===== src/rtl/t_ff_bank.sv =====
// t_ff_bank: WIDTH-bit T flip-flop bank with toggle, up/down count and load.
// Up/down counting uses an internal synchronous T-FF toggle chain.
module t_ff_bank #(
  parameter int unsigned      WIDTH     = 4,
  parameter logic [WIDTH-1:0] RESET_VAL = '0,
  parameter bit               SATURATE  = 1'b0
) (
  input  logic             clk,
  input  logic             rst,
  input  logic             e,
  input  logic [1:0]       mode,
  input  logic [WIDTH-1:0] t,
  input  logic [WIDTH-1:0] d,
  output logic [WIDTH-1:0] q,
  output logic [WIDTH-1:0] qn,
  output logic             tc
);

  typedef enum logic [1:0] {
    MODE_TOGGLE = 2'b00,
    MODE_UP     = 2'b01,
    MODE_DOWN   = 2'b10,
    MODE_LOAD   = 2'b11
  } mode_e;

  logic [WIDTH-1:0] q_r;
  logic             tc_r;
  logic [WIDTH-1:0] tv_up;
  logic [WIDTH-1:0] tv_dn;
  logic             all_ones;
  logic             all_zero;
  logic [WIDTH-1:0] q_nxt;
  logic             tc_nxt;
  mode_e            mode_s;

  assign mode_s   = mode_e'(mode);
  assign all_ones = &q_r;
  assign all_zero = ~|q_r;

  // Toggle chains: bit i flips when all lower bits are 1 (up) or 0 (down)
  always_comb begin
    tv_up    = '0;
    tv_dn    = '0;
    tv_up[0] = 1'b1;
    tv_dn[0] = 1'b1;
    for (int i = 1; i < int'(WIDTH); i++) begin
      tv_up[i] = tv_up[i-1] & q_r[i-1];
      tv_dn[i] = tv_dn[i-1] & ~q_r[i-1];
    end
  end

  // Next-state and terminal-count selection per mode
  always_comb begin
    q_nxt  = q_r;
    tc_nxt = 1'b0;
    if (e) begin
      unique case (mode_s)
        MODE_TOGGLE: begin
          q_nxt = q_r ^ t;
        end
        MODE_UP: begin
          if (all_ones) begin
            tc_nxt = 1'b1;
            q_nxt  = SATURATE ? q_r : (q_r ^ tv_up);
          end else begin
            q_nxt = q_r ^ tv_up;
          end
        end
        MODE_DOWN: begin
          if (all_zero) begin
            tc_nxt = 1'b1;
            q_nxt  = SATURATE ? q_r : (q_r ^ tv_dn);
          end else begin
            q_nxt = q_r ^ tv_dn;
          end
        end
        MODE_LOAD: begin
          q_nxt = d;
        end
        default: begin
          q_nxt = q_r;
        end
      endcase
    end
  end

  // State register with synchronous reset; tc is a registered pulse
  always_ff @(posedge clk) begin
    if (rst) begin
      q_r  <= RESET_VAL;
      tc_r <= 1'b0;
    end else begin
      q_r  <= q_nxt;
      tc_r <= tc_nxt;
    end
  end

  assign q  = q_r;
  assign qn = ~q_r;
  assign tc = tc_r;

endmodule


===== config.mk =====
export PLATFORM = sky130hd
export DESIGN_NAME = t_ff_bank
export DESIGN_NICKNAME = d
export VERILOG_FILES = /design/src/rtl/t_ff_bank.sv
export SDC_FILE = /design/constraint.sdc
export NUM_CORES = 1
export LEC_CHECK = 0
export ABC_AREA = 1
export BUFFER_PORTS_ARGS = -buffer_cell sky130_fd_sc_hd__buf_2
export CORE_AREA = 2 2 39 41
export CTS_BUF_LIST = sky130_fd_sc_hd__clkbuf_16
export DETAILED_ROUTE_END_ITERATION = 8
export DIE_AREA = 0 0 41 43
export MAX_ROUTING_LAYER = met4
export PLACE_DENSITY = 0.71
export RECOVER_POWER = 25
export SETUP_SLACK_MARGIN = 0.15
export SLEW_MARGIN = 40
export SYNTH_ARGS = -nofsm -noshare
export SYNTH_HDL_FRONTEND = slang
export SYNTH_SLANG_ARGS = --single-unit

===== constraint.sdc =====
create_clock -name clk -period 2.7 [get_ports clk]
set_input_delay 0.54 -clock clk [delete_from_list [all_inputs] [get_ports clk]]
set_output_delay 0.54 -clock clk [all_outputs]
set_load 0.01 [all_outputs]

== After elaboration in Yosys (flattened, before gate mapping) ==
Index checks and enable logic that the tools add are counted.
Word-level totals
  memories: 0
  input port bits: 13
  latch bits: 0
  bits in writable memories: 0
  memory bits (read-only): 0
  bits in registers: 5
Cells by class
  shift operators: 0
  reduce and logical (&&, ||, !) cells: 4
  bitwise gates (word level): 12
  div/mod/pow operators: 0
  mux-type cells: 4
  eq/ne operators: 3
  order comparisons: 0
  $add $sub $neg: 0
  $mul: 0
Operators with widths (count)
  $pmux W4 S4: 1
  $xor A4 B4 Y4: 3
  $and A1 B1 Y1: 4
  $eq A2 B2 Y1 const B: 2
  $not A1 Y1: 4
  $not A4 Y4: 1
  $reduce_and A4 Y1: 1
  $reduce_or A4 Y1: 1
  $eq A2 B1 Y1 const B: 1
  $logic_not A2 Y1: 1
  $mux W1: 2
  $pmux W1 S2: 1
  $reduce_or A2 Y1: 1

== Depth between registers and ports, before layout ==
Gate-level depths: netlist of run 1.
  word-level depth: 5
  mapped depth: 10
  gate-level depth less buffers: 10

== Worst setup path before layout of run 1 ==
Ideal clock, no wire load.
  kind: input to register
  from: input port mode[0]
  to: register q_r[3] (netlist: q[3])
  data required time: 2586 ps
  arrival time: 1298 ps
  stages: 10
  slack: 1289 ps
  setup time: 114 ps
  cell sequence: inv_1 ha_1 inv_1 nand4_1 nand2_1 nand2_1 nand3_1 nand2_1 nand2_1 a21oi_2
On the way
  longest elaborated chain between the ends: 2
  elaborated cells on any way between the ends: 5
  classes of those cells: eq/ne (3); mux (1); reduce/logical (1)
RTL lines
  from (decl): RTL line 11  | input logic [1:0] mode,
  $eq A2 B2 Y1 (tied with other cells): RTL line 57  | unique case (mode_s)
  $pmux W4 S4 (*): RTL line 57
  to (signal assigned): RTL line 93  | q_r <= q_nxt;
  to (decl): RTL line 26  | logic [WIDTH-1:0] q_r;
Every way passes the cells marked *; elsewhere a longest branch is shown, timed or not.
A chain may end at the register's enable or synchronous reset.

== Worst setup path after layout of run 1 ==
  from: register q_r[2] (netlist: q[2])
  to: output port qn[2]
On the way
  longest elaborated chain between the ends: 1
RTL lines
  $not A4 Y4: RTL line 99  | assign qn = ~q_r;
  to (decl): RTL line 15  | output logic [WIDTH-1:0] qn,
Every way passes these cells.

==> results.yml, run 1 <==
finish:
  antenna_cells: 0
  drive_above_1_share_pct: 26.5
  fillers: 149
  area_delta_synth_final_pct: 42.2
  finalInstanceArea_um2: 658
  nNetsFinal: 116
  fin_util_pct: 47.6
  final_cells: 114
drt:
  routed_via_density: 4.79
  vias: 546
  antenna_left: 0
  drt-initial-drc-count: 9
  wl_per_cell_um: 9.87
  finalWirelength_um: 1130
  drtPass1Iterations: 4
  drcViolationCount: 0
timing:
  setup_viol: 0
  setup_ws_ns: 1.23
  finalClockSkew_ns: 0.00341
  hold_viol_final: 0
  tightest_slew_ns: 0.298
  slew_viol_final: 0
  tns_ns: 0
  post-route-period-util_pct: 54.3
  period_minus_slack_ns: 1.47
  rsz0062_at_grt: "no"
  slew_headroom_pct: 80.1
  fmax_mhz: 682
clock_network:
  cts_buffers: 3
  cts_tree: "built"
  ctsHoldBuffers: 0
  post-cts-setup-buffers: 0
  clock_latency_ns: 0.23
  clkSlewWorstSetupHoldPaths_ns: 0.03
  root_buffer: "clkbuf_16"
  cts_buffer_depth: 2
  cts_resized: 0
  cts_htree_levels: 1
  cts.sinks: 5
logic_synthesis:
  yosysTopAreaCell: "dfxtp_1"
  synth_top_cell_area_share_pct: 21.6
  synth_simple_gate_area_share_pct: 35.7
  synth_compound_area_share_pct: 20.0
  ys_seq_area_share_pct: 21.6
  synthMostInstantiatedCell: "nand2_1"
  netlist_area_um2: 463
  syn_avg_cell_area_um2: 6.26
  synth_top_family_by_area: "simple AND/OR/NAND/NOR gates"
  synth_cell_types: 21
  synth_common_cells: "nand2_1 (20), inv_1 (9), nand3_1 (9)"
  ys.warnings.count: 0
  ys_seq_elements: 5
  async_flop_share_pct: 0
  synth_area_leaders: "dfxtp_1 (22%), nand2_1 (16%), ha_1 (11%)"
  synth_edf_count: 0
  synth_xor_area_share_pct: 1.89
  syn_inst: 74
  synthAdderAreaFrac_pct: 10.8
  syn_nets: 91
  muxShareOfSynthArea_pct: 0
  synth_ff_type: "dfxtp_1"
die:
  dieArea_um2: 1760
  floorplan.die.height_um: 43
  start_util_pct: 33.5
  die_w_um: 41
  num_rows: 14
  core-area_um2: 1380
  pin_count: 22
power_and_ir_drop:
  leakagePower_uw: 0.000329
  power.density_nw_per_um2: 616
  ir_drop_mv: 0.483
global_route:
  grt_usage_pct: 16.0
  overflow: 0
  grt_pass1_wl_um: 1730
  grt_max_degree: 9
  antenna_found_initial: 0
  grt_pass1_vias: 447
worst_setup_path:
  startpoint_type: "flop"
  required_ns: 2.16
  arrival_ns: 0.93
  end_kind: "primary output"
  crit_fanout: 6
  path_class: "reg2out"
placement:
  io_buffers: 21
  dp.cells: 110
  dpl-instance-area_um2: 583
  dp_slack_ns: 1.05
  hpwlAfterDp_um: 869
  gp_congestion: 0.790
flow_run:
  maxCapViolations: 0
hold_path:
  hold_path_class: "reg2reg"
outcome:
  outcome: "finished, final reports clean"
[worst paths after layout]
| path | from | endpoint | slack [ns] | cells after the start |
|---|---|---|---|---|
| worst max-delay path | q[2] | qn[2] | 1.23 | 2 |
| worst min-delay path | q[3] | q[3] | 0.50 | 2 |
| worst max register to register | q[2] | q[2] | 1.54 | 7 |
| worst min register to register | q[3] | q[3] | 0.50 | 2 |
[area by class of cell]
type / count / area [um^2] / area share, %
clock buffers: 3 / 75.1 / 11.4
clock inverters: 1 / 3.75 / 0.570
inverters: 11 / 41.3 / 6.27
multi-input cells: 57 / 317 / 48.1
flip-flops and latches: 5 / 100 / 15.2
well taps: 16 / 20.0 / 3.04
repair buffers: 21 / 101 / 15.4
[worst max-delay path, cell delays in order (launching register included)]
cell     delay, ns
dfxtp_1       0.39
inv_1         0.14
buf_2         0.16
[registers in the layout, indices dropped and copies added, names as in the netlist]
name,cells
q,4
tc,1
[logic make-up (layout without fill, tap and decap cells)]
| kind of cell | after synthesis | in the layout |
|---|---|---|
| adder cells (fa/ha/maj) | 4 | 4 |
| buffers and inverters | 12 | 36 |
| AO/OA/AOI/OAI | 15 | 15 |
| AND/OR/NAND/NOR | 37 | 37 |
| XOR/XNOR | 1 | 1 |
| flip-flops | 5 | 5 |
[report_power, final]
group,leakage (uW),internal [uW],switching [uW],total [uW]
registers,0.0000410,79.4,7.28,86.6
logic,0.000246,32.8,44.3,77.1
clock network,0.0000423,192,49.6,242
total,0.000329,304,101,405
[cell usage in the layout (no fill, tap or decap), drive strengths merged, types with 3 or more instances in the layout]
master	netlist	final
a21oi	10	10
buf	1	18
clkbuf	0	6
dfxtp	5	5
ha	4	4
inv	10	11
nand2	21	21
nand3	9	9
nor2	3	3
or2	3	3
[per-stage QoR]
step,hold WS (ns),total power [uW]
after floorplan,0.517,137
after global placement,0.499,165
after detailed placement,0.502,166
after CTS,0.506,414
after global routing,0.549,428
final,0.504,405
[per-layer routing]
layer / global-route usage, % / up-vias / part of all wire, %
li1: - / 294 / -
met4: 14.0 / 0 / 3.4
met1: 18.0 / 232 / 48
met2: 20.9 / 16 / 44
met3: 6.28 / 4 / 4.2
met5: - / - / 0
Power figures use the tool's default switching activity.
==> inputs of run 2 (changes only) <==
--- a/config.mk
+++ b/config.mk
@@ -12,7 +12,7 @@
 export DETAILED_ROUTE_END_ITERATION = 8
 export DIE_AREA = 0 0 41 43
 export MAX_ROUTING_LAYER = met4
-export PLACE_DENSITY = 0.71
+export PLACE_DENSITY = 0.73
 export RECOVER_POWER = 25
 export SETUP_SLACK_MARGIN = 0.15
 export SLEW_MARGIN = 40
==> constraint.sdc (replaced) <==
create_clock -name clk -period 1.32 [get_ports clk]
set_input_delay 0.264 -clock clk [delete_from_list [all_inputs] [get_ports clk]]
set_output_delay 0.264 -clock clk [all_outputs]
set_load 0.01 [all_outputs]
==> run 2 against run 1 <==
Net effect: flip-flop and latch count unchanged; non-clock buffer count up 1; routed wire length up 22%; largest power group unchanged; clock power up 110%; cell count up 0.88%; global-route usage up 3.4 points; clock skew down 0.0017 ns; first-iteration DRC count up 67%; highest routed layer unchanged; combinational power up 150%; critical path depth unchanged.
==> results.yml, run 2 (same netlist as run 1, synthesis figures left out) <==
outcome:
  outcome: "finished, final reports clean"
timing:
  hold_viol_final: 0
  rsz0062_at_grt: "yes"
  slew_viol_final: 0
  period_minus_slack_ns: 1.16
  post-route-period-util_pct: 87.8
  fmax_mhz: 863
  tightest_slew_ns: 0.297
  setup_viol: 0
  finalClockSkew_ns: 0.00173
  slew_headroom_pct: 80.2
worst_setup_path:
  crit_fanout: 6
  startpoint_type: "flop"
  path_class: "reg2out"
  arrival_ns: 0.89
  required_ns: 1.06
  r2r_end: "q[1]"
  reg2reg_depth: 7
  r2r_slack_ns: 0.20
  end_kind: "primary output"
  reg2reg_from: "q[1]"
hold_path:
  hold_depth: 2
  hold_start: "rst"
  hold_path_class: "in2reg"
  holdPathEnd: "q[2]"
drt:
  vias: 576
  antenna_left: 0
  wl_per_cell_um: 12.0
  drcViolationCount: 0
  drtPass1Iterations: 4
  drt-initial-drc-count: 15
  finalWirelength_um: 1380
  routed_via_density: 5.01
clock_network:
  cts_buffers: 3
  clock_latency_ns: 0.23
  root_buffer: "clkbuf_16"
  cts.sinks: 5
  cts_buffer_depth: 2
  clkSlewWorstSetupHoldPaths_ns: 0.03
  cts_htree_levels: 1
  cts_tree: "built"
  post-cts-setup-buffers: 0
global_route:
  grt_max_degree: 9
  grt_pass1_wl_um: 2230
  overflow: 0
  grt_usage_pct: 19.4
  antenna_found_initial: 0
  grt_pass1_vias: 519
finish:
  largest_reg_flops: 4
  final_cells: 115
  nNetsFinal: 117
  fillers: 137
  multi_input_area_um2: 370
  antenna_cells: 0
  final_cell_mix: "nand2_1 (20), buf_2 (20), inv_1 (8), a21oi_1 (8), nand3_1 (7)"
  regArea_um2: 108
  area_delta_synth_final_pct: 57.6
  fin_util_pct: 52.7
  drive_above_1_share_pct: 39.4
die:
  dieArea_um2: 1760
  floorplan.die.height_um: 43
  core-area_um2: 1380
  num_rows: 14
  start_util_pct: 33.5
  pin_count: 22
  die_w_um: 41
placement:
  hpwlAfterDp_um: 932
  gp_congestion: 0.817
  io_buffers: 21
  dp.cells: 111
power_and_ir_drop:
  power.total_uw: 871
  ir_drop_mv: 0.628
  leakagePower_uw: 0.000351
  power.density_nw_per_um2: 1190
flow_run:
  maxCapViolations: 0
## run 2: how the worst max path moves through the flow
stage                 start  endpoint  slack [ns]  cells past startpoint
finish                 q[2]     qn[2]        0.16                      2
global route           q[2]      q[3]        0.09                      8
CTS                    q[3]     qn[3]        0.13                      2
detailed placement  mode[0]        tc       -0.07                      5
global placement    mode[0]        tc       -0.04                      5
floorplan           mode[0]      q[3]        0.18                     10
## run 2: what timing repair did
action                     CTS  global route
setup endpoints to repair    4             7
pin swaps                    1             0
cloned                       0             0
resized for setup            6            10
hold buffers                 0             0
## run 2: stage by stage
| stage | TNS [ns] | instance area [um^2] | worst slack (ns) | hold slack (ns) |
|---|---|---|---|---|
| after global placement | -0.0452 | 591 | -0.0386 | 0.498 |
| after CTS | 0 | 699 | 0.127 | 0.297 |
| after floorplan | 0 | 463 | 0.185 | 0.326 |
| final | 0 | 729 | 0.161 | 0.308 |
| after detailed placement | -0.124 | 591 | -0.0689 | 0.503 |
| after global routing | 0 | 729 | 0.0919 | 0.319 |
## run 2: layout make-up
class,count,share of cell area [%]
clock buffer,3,10.3
clock inverter,1,0.515
inverter,11,5.66
multi-input combinational,57,50.8
sequential,5,14.8
tap,16,2.74
timing repair buffer,22,15.3
## run 2: where the power goes
group          total [uW]  switching [uW]  internal [uW]
combinational         190             111           78.9
clock                 500             107            393
sequential            181            18.8            162
## run 2: routing by layer
| metal | share of wire, % | vias up | track usage, % |
|---|---|---|---|
| li1 | - | 296 | - |
| met5 | 0 | - | - |
| met3 | 3.9 | 2 | 4.71 |
| met1 | 46 | 259 | 22.5 |
| met4 | 0.94 | 0 | 8.00 |
| met2 | 49 | 19 | 30.6 |
## run 2: worst max-delay path, cell delays in order (launching register included)
cell	delay [ns]
dfxtp_1	0.42
inv_2	0.10
buf_2	0.15
==> inputs of run 3 (changes only) <==
--- a/config.mk
+++ b/config.mk
@@ -5,7 +5,6 @@
 export SDC_FILE = /design/constraint.sdc
 export NUM_CORES = 1
 export LEC_CHECK = 0
-export ABC_AREA = 1
 export BUFFER_PORTS_ARGS = -buffer_cell sky130_fd_sc_hd__buf_2
 export CORE_AREA = 2 2 39 41
 export CTS_BUF_LIST = sky130_fd_sc_hd__clkbuf_16
==> run 3 against run 2 <==
Net effect: synthesized cell count is 20% lower; fmax is 11% lower; hold slack worse by 0.031 ns; sequential share of layout area is 2.2 points lower; power is 7.1% higher; clock power is 0.8% higher; area after synthesis is 0.27% higher; combinational power is 32% higher; clock skew is 0.0020 ns higher; die area stayed put; flip-flop and latch count stayed put; clock-buffer cell count stayed put.
==> results.yml, run 3 <==
clock_network:
  cts.sinks: 5
  clkSlewWorstSetupHoldPaths_ns: 0.04
  cts_buffers: 3
  ctsHoldBuffers: 0
  root_buffer: "clkbuf_16"
  clock_latency_ns: 0.23
  cts_htree_levels: 1
  cts_tree: "built"
  cts_buffer_depth: 2
logic_synthesis:
  synth_ff_type: "dfxtp_1"
  ys.warnings.count: 0
  synth_area_leaders: "dfxtp_1 (22%), ha_1 (11%), o21ai_0 (6.5%)"
  ys_seq_elements: 5
  synth_common_cells: "inv_1 (7), nand2_1 (7), o21ai_0 (6)"
  syn_nets: 76
  synth_edf_count: 0
  syn_inst: 59
  synth_cell_types: 30
  yosysTopAreaCell: "dfxtp_1"
  async_flop_share_pct: 0
  syn_avg_cell_area_um2: 7.87
  netlist_area_um2: 464
  ys_seq_area_share_pct: 21.6
  synth_top_cell_area_share_pct: 21.6
timing:
  period_minus_slack_ns: 1.30
  tightest_slew_ns: 0.310
  post-route-period-util_pct: 98.2
  fmax_mhz: 772
  finalClockSkew_ns: 0.00377
  setup_ws_ns: 0.0243
  slew_viol_final: 0
  setup_viol: 0
  rsz0062_at_grt: "yes"
  hold_viol_final: 0
  slew_headroom_pct: 79.4
drt:
  drcViolationCount: 0
  drtPass1Iterations: 4
  vias: 588
  highest_layer: "met4"
  wl_met1_um: 579
  finalWirelength_um: 1550
  drt-initial-drc-count: 11
  routed_via_density: 5.35
  wl_per_cell_um: 14.1
  met3_length_um: 79
  antenna_left: 0
  met2_length_um: 832
die:
  floorplan.die.height_um: 43
  pin_count: 22
  start_util_pct: 33.5
  core-area_um2: 1380
  num_rows: 14
  die_w_um: 41
  dieArea_um2: 1760
global_route:
  grt_max_degree: 11
  overflow: 0
  antenna_found_initial: 0
  grt_usage_pct: 19.3
  grt_pass1_vias: 545
  grt_pass1_wl_um: 2170
power_and_ir_drop:
  leakagePower_uw: 0.000388
  ir_drop_mv: 0.419
  power.density_nw_per_um2: 1100
  power.total_uw: 933
finish:
  final_cell_mix: "buf_2 (16), buf_4 (9), o21ai_0 (6), nand2_1 (6), buf_6 (5)"
  area_delta_synth_final_pct: 83.0
  largest_reg_flops: 4
  drive_above_1_share_pct: 57.4
  nNetsFinal: 112
  antenna_cells: 0
  final_common_cell: "buf_2"
hold_path:
  hold_path_class: "in2reg"
  hold_start: "rst"
placement:
  hpwlAfterDp_um: 1040
  gp_congestion: 0.839
  io_buffers: 21
  dp_slack_ns: -0.187
worst_setup_path:
  end_kind: "flop"
  reg2reg_from: "q[0]"
  startpoint: "q[0]"
  arrival_ns: 1.47
  crit_fanout: 4
  startpoint_type: "flop"
  path_class: "reg2reg"
  required_ns: 1.50
flow_run:
  maxCapViolations: 0
outcome:
  outcome: "finished, final reports clean"
[run 3: worst max-delay path, stage by stage (launching register included)]
cell     delay [ns]
dfxtp_2        0.33
or4b_4         0.52
o21ai_2        0.08
mux2i_1        0.19
o21a_1         0.12
[run 3: worst paths after layout]
kind	slack (ns)	cells after the start	to
worst max-delay path	0.02	4	q[3]
worst max register to register	0.02	4	q[3]
worst min-delay path	0.28	2	q[0]
worst min register to register	0.65	3	q[1]
[run 3: area by class of cell]
type	count	area (um^2)
sequential	5	106
clock buffer	3	75.1
tap	16	20.0
timing repair buffer	33	226
inverter	7	28.8
fill	125	534
clock inverter	1	3.75
multi-input combinational	45	389
[run 3: kinds of logic (layout without fill, tap and decap cells)]
logic type	after synthesis	after routing	share of synthesized area, %
DFF	5	5	21.6
adders and majority gates	4	4	10.8
muxes	2	2	4.58
xor gates and xnor gates	2	2	3.77
and+or+nand+nor	17	17	22.1
buffers and inverters	9	44	8.89
AOI/OAI and AO/OA	20	20	28.3
[run 3: routing by layer]
| layer | global-route usage, % | vias up |
|---|---|---|
| met5 | - | - |
| met4 | 12.0 | 0 |
| met3 | 3.14 | 10 |
| met2 | 32.8 | 24 |
| met1 | 18.9 | 272 |
| li1 | - | 282 |
[run 3: timing repair]
action / in CTS / in global routing
endpoints found under the setup margin: 7 / 9
setup buffers: 0 / 3
pin swaps: 0 / 5
resized for setup: 4 / 18
[run 3: stage by stage]
step	area, um^2	hold WS (ns)	setup TNS [ns]	std cells	util, %
CTS	769	0.268	0	107	55.6
global placement	679	0.497	-0.572	103	49.1
global route	850	0.275	-0.0578	110	61.4
finish	850	0.277	0	110	61.4
detailed placement	679	0.497	-0.673	103	49.1
floorplan	502	0.329	-0.0668	59	-
[run 3: power breakdown]
part           internal, uW  leakage [uW]  switching (uW)
combinational           134      0.000303             117
sequential              164     0.0000424            14.0
clock                   393     0.0000423             110
